$ cat config.mk
export PLATFORM = sky130hd
export DESIGN_NAME = rr_stream_multiplexer_flat
export DESIGN_NICKNAME = d
export VERILOG_FILES = /design/src/rtl/rr_stream_multiplexer_pkg.sv /design/src/rtl/rr_stream_multiplexer_if.sv /design/src/rtl/rr_stream_multiplexer_arbiter.sv /design/src/rtl/rr_stream_multiplexer.sv /design/src/flat_wrapper.sv
export SDC_FILE = /design/constraint.sdc
export NUM_CORES = 1
export LEC_CHECK = 0
export CORE_MARGIN = 2
export CORE_UTILIZATION = 38
export DETAILED_ROUTE_END_ITERATION = 7
export PLACE_DENSITY = 0.95
export SYNTH_ARGS = -nofsm -noshare
export SYNTH_HDL_FRONTEND = slang
export SYNTH_HIERARCHICAL = 1
export SYNTH_SLANG_ARGS = --single-unit
$ cat constraint.sdc
create_clock -name clk -period 8 [get_ports clk]
set_input_delay 1.6 -clock clk [delete_from_list [all_inputs] [get_ports clk]]
set_output_delay 1.6 -clock clk [all_outputs]
set_load 0.05 [all_outputs]
$ cat src/rtl/rr_stream_multiplexer_pkg.sv
// rr_stream_multiplexer_pkg: shared FSM state type and modulo helper for the stream multiplexer
package rr_stream_multiplexer_pkg;
  typedef enum logic {ST_IDLE, ST_LOCKED} state_t;
  function automatic int mod_add(input int a, input int b, input int n);
    return (a + b >= n) ? a + b - n : a + b;
  endfunction
endpackage

$ cat src/rtl/rr_stream_multiplexer_if.sv
// rr_stream_multiplexer_if: N input streams plus one merged output stream with source index
interface rr_stream_multiplexer_if #(
  parameter int N_STREAMS = 2,
  parameter type DATA_TYPE = logic [63:0]
);
  localparam int N_BITS = $clog2(N_STREAMS);
  DATA_TYPE i_data [N_STREAMS];
  logic [N_STREAMS-1:0] i_last;
  logic [N_STREAMS-1:0] i_valid;
  logic [N_STREAMS-1:0] i_ready;
  DATA_TYPE o_data;
  logic o_last;
  logic [N_BITS-1:0] o_select;
  logic o_valid;
  logic o_ready;
  modport slave (
    input i_data, i_last, i_valid, o_ready,
    output i_ready, o_data, o_last, o_select, o_valid
  );
  modport master (
    output i_data, i_last, i_valid, o_ready,
    input i_ready, o_data, o_last, o_select, o_valid
  );
endinterface

$ cat src/rtl/rr_stream_multiplexer_arbiter.sv
// rr_arbiter: combinational round-robin pick of the first requester at or after a base index
module rr_arbiter import rr_stream_multiplexer_pkg::*; #(
  parameter int N = 2,
  localparam int NB = $clog2(N)
) (
  input  logic [N-1:0]  i_req,
  input  logic [NB-1:0] i_base,
  output logic [NB-1:0] o_idx,
  output logic          o_valid
);
  // scan from the far end back toward i_base so the nearest requester is written last and wins
  always_comb begin
    o_idx = '0;
    o_valid = 1'b0;
    for (int i = N - 1; i >= 0; i--) begin
      if (i_req[NB'(mod_add(int'(i_base), i, N))]) begin
        o_idx = NB'(mod_add(int'(i_base), i, N));
        o_valid = 1'b1;
      end
    end
  end
endmodule

$ cat src/rtl/rr_stream_multiplexer.sv
// rr_stream_multiplexer: round-robin N-to-1 stream merge with per-packet grant lock and registered output
module rr_stream_multiplexer import rr_stream_multiplexer_pkg::*; #(
  parameter int N_STREAMS = 2,
  parameter type DATA_TYPE = logic [63:0],
  parameter bit PACKET_MODE = 1'b1,
  localparam int N_BITS = $clog2(N_STREAMS)
) (
  input logic clk,
  input logic rst,
  rr_stream_multiplexer_if.slave bus
);
  state_t r_state, w_next_state;
  logic [N_BITS-1:0] r_rr_ptr, r_locked_idx, w_arb_idx, w_grant_idx;
  logic w_arb_valid, w_grant_valid, w_load, w_accept, w_last;
  DATA_TYPE w_data;
  rr_arbiter #(.N(N_STREAMS)) u_arb (
    .i_req(bus.i_valid),
    .i_base(r_rr_ptr),
    .o_idx(w_arb_idx),
    .o_valid(w_arb_valid)
  );
  assign w_load = !bus.o_valid | bus.o_ready;
  assign w_accept = w_load & w_grant_valid & !rst;
  assign w_last = !PACKET_MODE | bus.i_last[w_grant_idx];
  assign w_data = bus.i_data[w_grant_idx];
  assign bus.i_ready = w_accept ? N_STREAMS'(1) << w_grant_idx : '0;
  // state register
  always_ff @(posedge clk or posedge rst) begin
    if (rst) r_state <= ST_IDLE;
    else r_state <= w_next_state;
  end
  // lock on a non-final beat, release on the final one; with PACKET_MODE=0 every beat is final
  always_comb w_next_state = w_accept ? (w_last ? ST_IDLE : ST_LOCKED) : r_state;
  // grant follows the locked stream mid-packet, otherwise the round-robin arbiter
  always_comb begin
    w_grant_idx = (r_state == ST_LOCKED) ? r_locked_idx : w_arb_idx;
    w_grant_valid = (r_state == ST_LOCKED) ? bus.i_valid[r_locked_idx] : w_arb_valid;
  end
  // output control register plus round-robin pointer and lock index
  always_ff @(posedge clk or posedge rst) begin
    if (rst) begin
      bus.o_valid <= 1'b0;
      bus.o_last <= 1'b0;
      bus.o_select <= '0;
      r_rr_ptr <= '0;
      r_locked_idx <= '0;
    end else begin
      if (w_load) bus.o_valid <= w_accept;
      if (w_accept) begin
        bus.o_last <= w_last;
        bus.o_select <= w_grant_idx;
        r_locked_idx <= w_grant_idx;
        if (w_last) r_rr_ptr <= N_BITS'(mod_add(int'(w_grant_idx), 1, N_STREAMS));
      end
    end
  end
  // payload register needs no reset since o_valid qualifies it
  always_ff @(posedge clk) begin
    if (w_accept) bus.o_data <= w_data;
  end
endmodule

$ cat src/flat_wrapper.sv
// flat-port wrapper written by rule: the top's interface ports become plain ports
module rr_stream_multiplexer_flat import rr_stream_multiplexer_pkg::*;
#(
  parameter int N_STREAMS = 2,
  parameter type DATA_TYPE = logic [63:0],
  parameter bit PACKET_MODE = 1'b1,
  localparam int N_BITS = $clog2(N_STREAMS)
)
  (clk, rst, bus_i_data, bus_i_last, bus_i_valid, bus_o_ready, bus_i_ready, bus_o_data, bus_o_last, bus_o_select, bus_o_valid);
  rr_stream_multiplexer_if #(.N_STREAMS(N_STREAMS), .DATA_TYPE(DATA_TYPE)) bus_i ();
  input logic clk;
  input logic rst;
  input wire logic [$bits(bus_i.i_data)-1:0] bus_i_data;
  input wire logic [$bits(bus_i.i_last)-1:0] bus_i_last;
  input wire logic [$bits(bus_i.i_valid)-1:0] bus_i_valid;
  input wire logic [$bits(bus_i.o_ready)-1:0] bus_o_ready;
  output wire logic [$bits(bus_i.i_ready)-1:0] bus_i_ready;
  output wire logic [$bits(bus_i.o_data)-1:0] bus_o_data;
  output wire logic [$bits(bus_i.o_last)-1:0] bus_o_last;
  output wire logic [$bits(bus_i.o_select)-1:0] bus_o_select;
  output wire logic [$bits(bus_i.o_valid)-1:0] bus_o_valid;
  assign bus_i.i_data = {>>{bus_i_data}};
  assign bus_i.i_last = bus_i_last;
  assign bus_i.i_valid = bus_i_valid;
  assign bus_i.o_ready = bus_o_ready;
  assign bus_i_ready = bus_i.i_ready;
  assign bus_o_data = bus_i.o_data;
  assign bus_o_last = bus_i.o_last;
  assign bus_o_select = bus_i.o_select;
  assign bus_o_valid = bus_i.o_valid;
  rr_stream_multiplexer #(.N_STREAMS(N_STREAMS), .DATA_TYPE(DATA_TYPE), .PACKET_MODE(PACKET_MODE)) u_core (.clk(clk), .rst(rst), .bus(bus_i));
endmodule
==> metrics.log <==
[metrics] max-cap viol count: 0
[metrics] most area-hungry cell type in the Yosys netlist: sky130_fd_sc_hd__edfxtp_1
[metrics] final estimated routing congestion in global placement: 0.750
[metrics] status: completed
[metrics] root buffer selected by CTS: sky130_fd_sc_hd__clkbuf_8
[metrics] slew at the pin closest to its max-slew limit: 0.853 ns
[metrics] vias in the first global route: 2749
[metrics] setup violation total in the final timing report: 0
[metrics] Site Rows: 32
[metrics] critical path launch point type: primary input
[metrics] slew margin rel.: 43.1%
[metrics] count of pins on the block boundary: 204
[metrics] PnR Total Power: 0.00169 W
[metrics] Cell Pwr Density: 319 mW/mm^2
[metrics] non-filler cells in the finished layout: 607
[metrics] crit path DAT: 4.02 ns
[metrics] post-synthesis register bit count: 69
[metrics] wire length of the first global-routing pass: 12600 um
[metrics] CTS tree: built
[metrics] cell count after synthesis: 299
[metrics] Setup crit end kind: output port
[metrics] area added between synthesis and finish: 76.0%
[metrics] data required time of the worst path: 6.40 ns
[metrics] Chip Height: 92.9 um
[metrics] floorplan die area: 0.00863 sq mm
[metrics] leakage power total: 2.17 nW
[metrics] Slowest Stage Delay on Critical Path: 0.80 ns
[metrics] detailed-route via count: 2757
[metrics] maximum number of pins on one net before global-route repair: 71
[metrics] Clock H-tree levels: 3
[metrics] Residual DRC: 0
[metrics] reg-to-reg critical path startpoint: u_core/bus.o_select
[metrics] sequential-to-total area share from yosys stat: 68.2%
[metrics] antenna violations before repair: 0
[metrics] number of enable flip-flop cells after synthesis: 64
[metrics] Min Clock Period, post-route: 5.62 ns
[metrics] fraction of final layout cells sized beyond drive strength 1: 4.36%
[metrics] starting utilization of the core area: 39.0%
[metrics] Hold Path Cell Cnt: 1
[metrics] cell type of the slowest stage on the worst timing path: sky130_fd_sc_hd__clkdlybuf4s50_1
[metrics] Yosys Warn Count: 6
[metrics] total CTS buffers: 9
[metrics] CTS-repair resized insts: 0
[metrics] most common flop cell mapped by yosys: sky130_fd_sc_hd__edfxtp_1
[metrics] mean number of vias per cell: 4.54
[metrics] IO buf count: 203
[metrics] Tightest Hold Check Type: reg -> reg
[metrics] total core area: 0.00769 sq mm
[metrics] setup repair after global routing missed its margin: no
[metrics] count of routing violations after the opening detailed-route iteration: 82
[metrics] unique cell type count in the Yosys netlist: 22
[metrics] sum of negative setup slack: 0 ns
[metrics] maximum fanout along the worst path: 67
[metrics] FF-to-FF path depth: 5
[metrics] synthesized cell area: 0.00300 sq mm
[metrics] number of sinks handled by clock tree synthesis: 69
[metrics] global-route usage over all layers: 19.1%
[metrics] detailed-placement wirelength estimate: 6440 um
[metrics] class of the most critical setup path: in -> out
[metrics] max frequency: 178 MHz
[metrics] most common cell type on the critical path: sky130_fd_sc_hd__clkdlybuf4s50_1
[metrics] Placed Cells incl. Taps: 591
[metrics] sequence of cells on the critical path: clkdlybuf4s50_1 -> and2_1 -> mux2i_4 -> buf_4 -> and2_2 -> clkdlybuf4s50_1
[metrics] Tcrit/Tclk final: 70.2%
[metrics] post-CTS setup buffer count: 0
[metrics] portion of synthesized cell area occupied by the leading cell type: 64.0%
[metrics] final hold violation count: 0
[metrics] maximum ir drop on the vdd rail: 0.000202 V
[metrics] ranking of synthesized cells by area: sky130_fd_sc_hd__edfxtp_1 (64%), sky130_fd_sc_hd__nand2_1 (24%), sky130_fd_sc_hd__dfrtp_1 (4.2%)
[metrics] routed wire length: 8600 um
[metrics] worst slack after detailed placement: 2.39 ns
[metrics] Final Worst Setup Slack: 2.38 ns
[metrics] synthesized netlist net count: 434
[metrics] Async SR Flop Fraction: 7.25%
[metrics] net total in the final layout: 635
[metrics] fin. max-slew vios: 0
[metrics] remaining number of nets flagged by the antenna check after routing: 0
[metrics] total global routing overflow: 0
[metrics] routed length per instance: 14.2 um
[metrics] CTS max path bufs: 2
[metrics] hold path startpoint: u_core/bus.o_last
[metrics] Reg-to-Reg End: u_core/r_rr_ptr
[metrics] final antenna diode count: 0
[metrics] first-pass detailed-route iteration total: 4
[metrics] register-to-register setup slack: 5.70 ns
[metrics] Post-Synthesis Mean Instance Area: 10.0 sq um
[metrics] largest clock skew in the final design: 0.00799 ns
[metrics] worst hold slack across all endpoints: 0.497 ns
[metrics] count of hold-fix buffers inserted at cts: 0
[metrics] WHS Endpoint: u_core/bus.o_last
[metrics] horizontal extent of the die: 92.9 um
[metrics] clock latency on the worst-skew pair: 0.32 ns
[metrics] Clock Pin Slew Worst Setup and Hold Paths: 0.07 ns
==> power breakdown <==
part	internal, W	total (W)	switching (W)
sequential	0.000546	0.000583	0.0000366
combinational	0.000288	0.000876	0.000588
clock	0.000107	0.000226	0.000119
==> cell usage in the layout (no fill, tap or decap), types with 2 or more instances in the layout <==
| master | netlist | layout |
|---|---|---|
| sky130_fd_sc_hd__dfrtp_1 | 5 | 5 |
| sky130_fd_sc_hd__inv_1 | 2 | 2 |
| sky130_fd_sc_hd__mux2_2 | 2 | 2 |
| sky130_fd_sc_hd__clkbuf_8 | 0 | 9 |
| sky130_fd_sc_hd__clkinv_2 | 0 | 2 |
| sky130_fd_sc_hd__clkinv_1 | 0 | 4 |
| sky130_fd_sc_hd__nand2_1 | 194 | 194 |
| sky130_fd_sc_hd__buf_4 | 1 | 3 |
| sky130_fd_sc_hd__and2_2 | 2 | 2 |
| sky130_fd_sc_hd__clkdlybuf4s50_1 | 0 | 203 |
| sky130_fd_sc_hd__edfxtp_1 | 64 | 64 |
| sky130_fd_sc_hd__nor2_1 | 2 | 2 |
==> cells by family after synthesis <==
family / after synthesis / share of synthesized area, %
and+or+nand+nor: 203 / 26.0
AOI/OAI and AO/OA: 5 / 1.79
DFF: 69 / 68.2
muxes: 4 / 1.42
buffers and inverters: 18 / 2.58
==> cells in the mapped netlist (2+ instances only) <==
| master | n |
|---|---|
| sky130_fd_sc_hd__and2_2 | 2 |
| sky130_fd_sc_hd__buf_2 | 5 |
| sky130_fd_sc_hd__clkbuf_1 | 9 |
| sky130_fd_sc_hd__dfrtp_1 | 5 |
| sky130_fd_sc_hd__edfxtp_1 | 64 |
| sky130_fd_sc_hd__inv_1 | 2 |
| sky130_fd_sc_hd__mux2_2 | 2 |
| sky130_fd_sc_hd__mux2i_1 | 2 |
| sky130_fd_sc_hd__nand2_1 | 194 |
| sky130_fd_sc_hd__nor2_1 | 2 |
==> sequential cells by signal, indices dropped and copies added, names as in the netlist <==
signal,count
u_core/r_rr_ptr,1
u_core/bus.o_select,1
u_core/r_state,1
u_core/bus.o_last,1
u_core/bus.o_data,64
u_core/bus.o_valid,1
==> routing by layer <==
layer  track usage [%]  up-vias  share of wire, %
li1                  -     1366                 -
met1              18.3     1243                35
met2              37.3      133                55
met3              4.96       15               8.2
met4              8.70        0               2.2
met5                 0        -                 0
==> final cells by class <==
type	instances	area, sq um
tap	102	128
clock inverter	7	32.5
multi-input combinational	212	890
sequential	69	2050
clock buffer	9	124
fill	590	2400
timing repair buffer	206	2050
inverter	2	7.51
==> worst max-delay path by stage <==
stage              startpoint        endpoint  slack (ns)  cells past startpoint
2_1_floorplan  bus_i_valid[1]  bus_i_ready[0]        1.58                      3
3_3_place_gp   bus_i_valid[0]  bus_i_ready[0]        2.45                      6
3_5_place_dp   bus_i_valid[0]  bus_i_ready[0]        2.39                      6
4_1_cts        bus_i_valid[0]  bus_i_ready[0]        2.39                      6
5_1_grt        bus_i_valid[0]  bus_i_ready[0]        2.31                      6
6_report       bus_i_valid[0]  bus_i_ready[0]        2.38                      6
==> per-stage QoR <==
| step | utilization, % | instance area [sq um] |
|---|---|---|
| 6_report | 68.7 | 5280 |
| 2_1_floorplan | - | 3000 |
| 3_5_place_dp | 66.7 | 5130 |
| 4_1_cts | 68.7 | 5280 |
| 5_1_grt | 68.7 | 5280 |
| 3_3_place_gp | 66.7 | 5130 |
==> critical path, delay by kind of cell <==
family / cells / cell delay (ns)
simple gates: 2 / 0.45
buf+inv: 3 / 1.79
mux: 1 / 0.13
No activity file was read; power rests on OpenSTA's default activity.
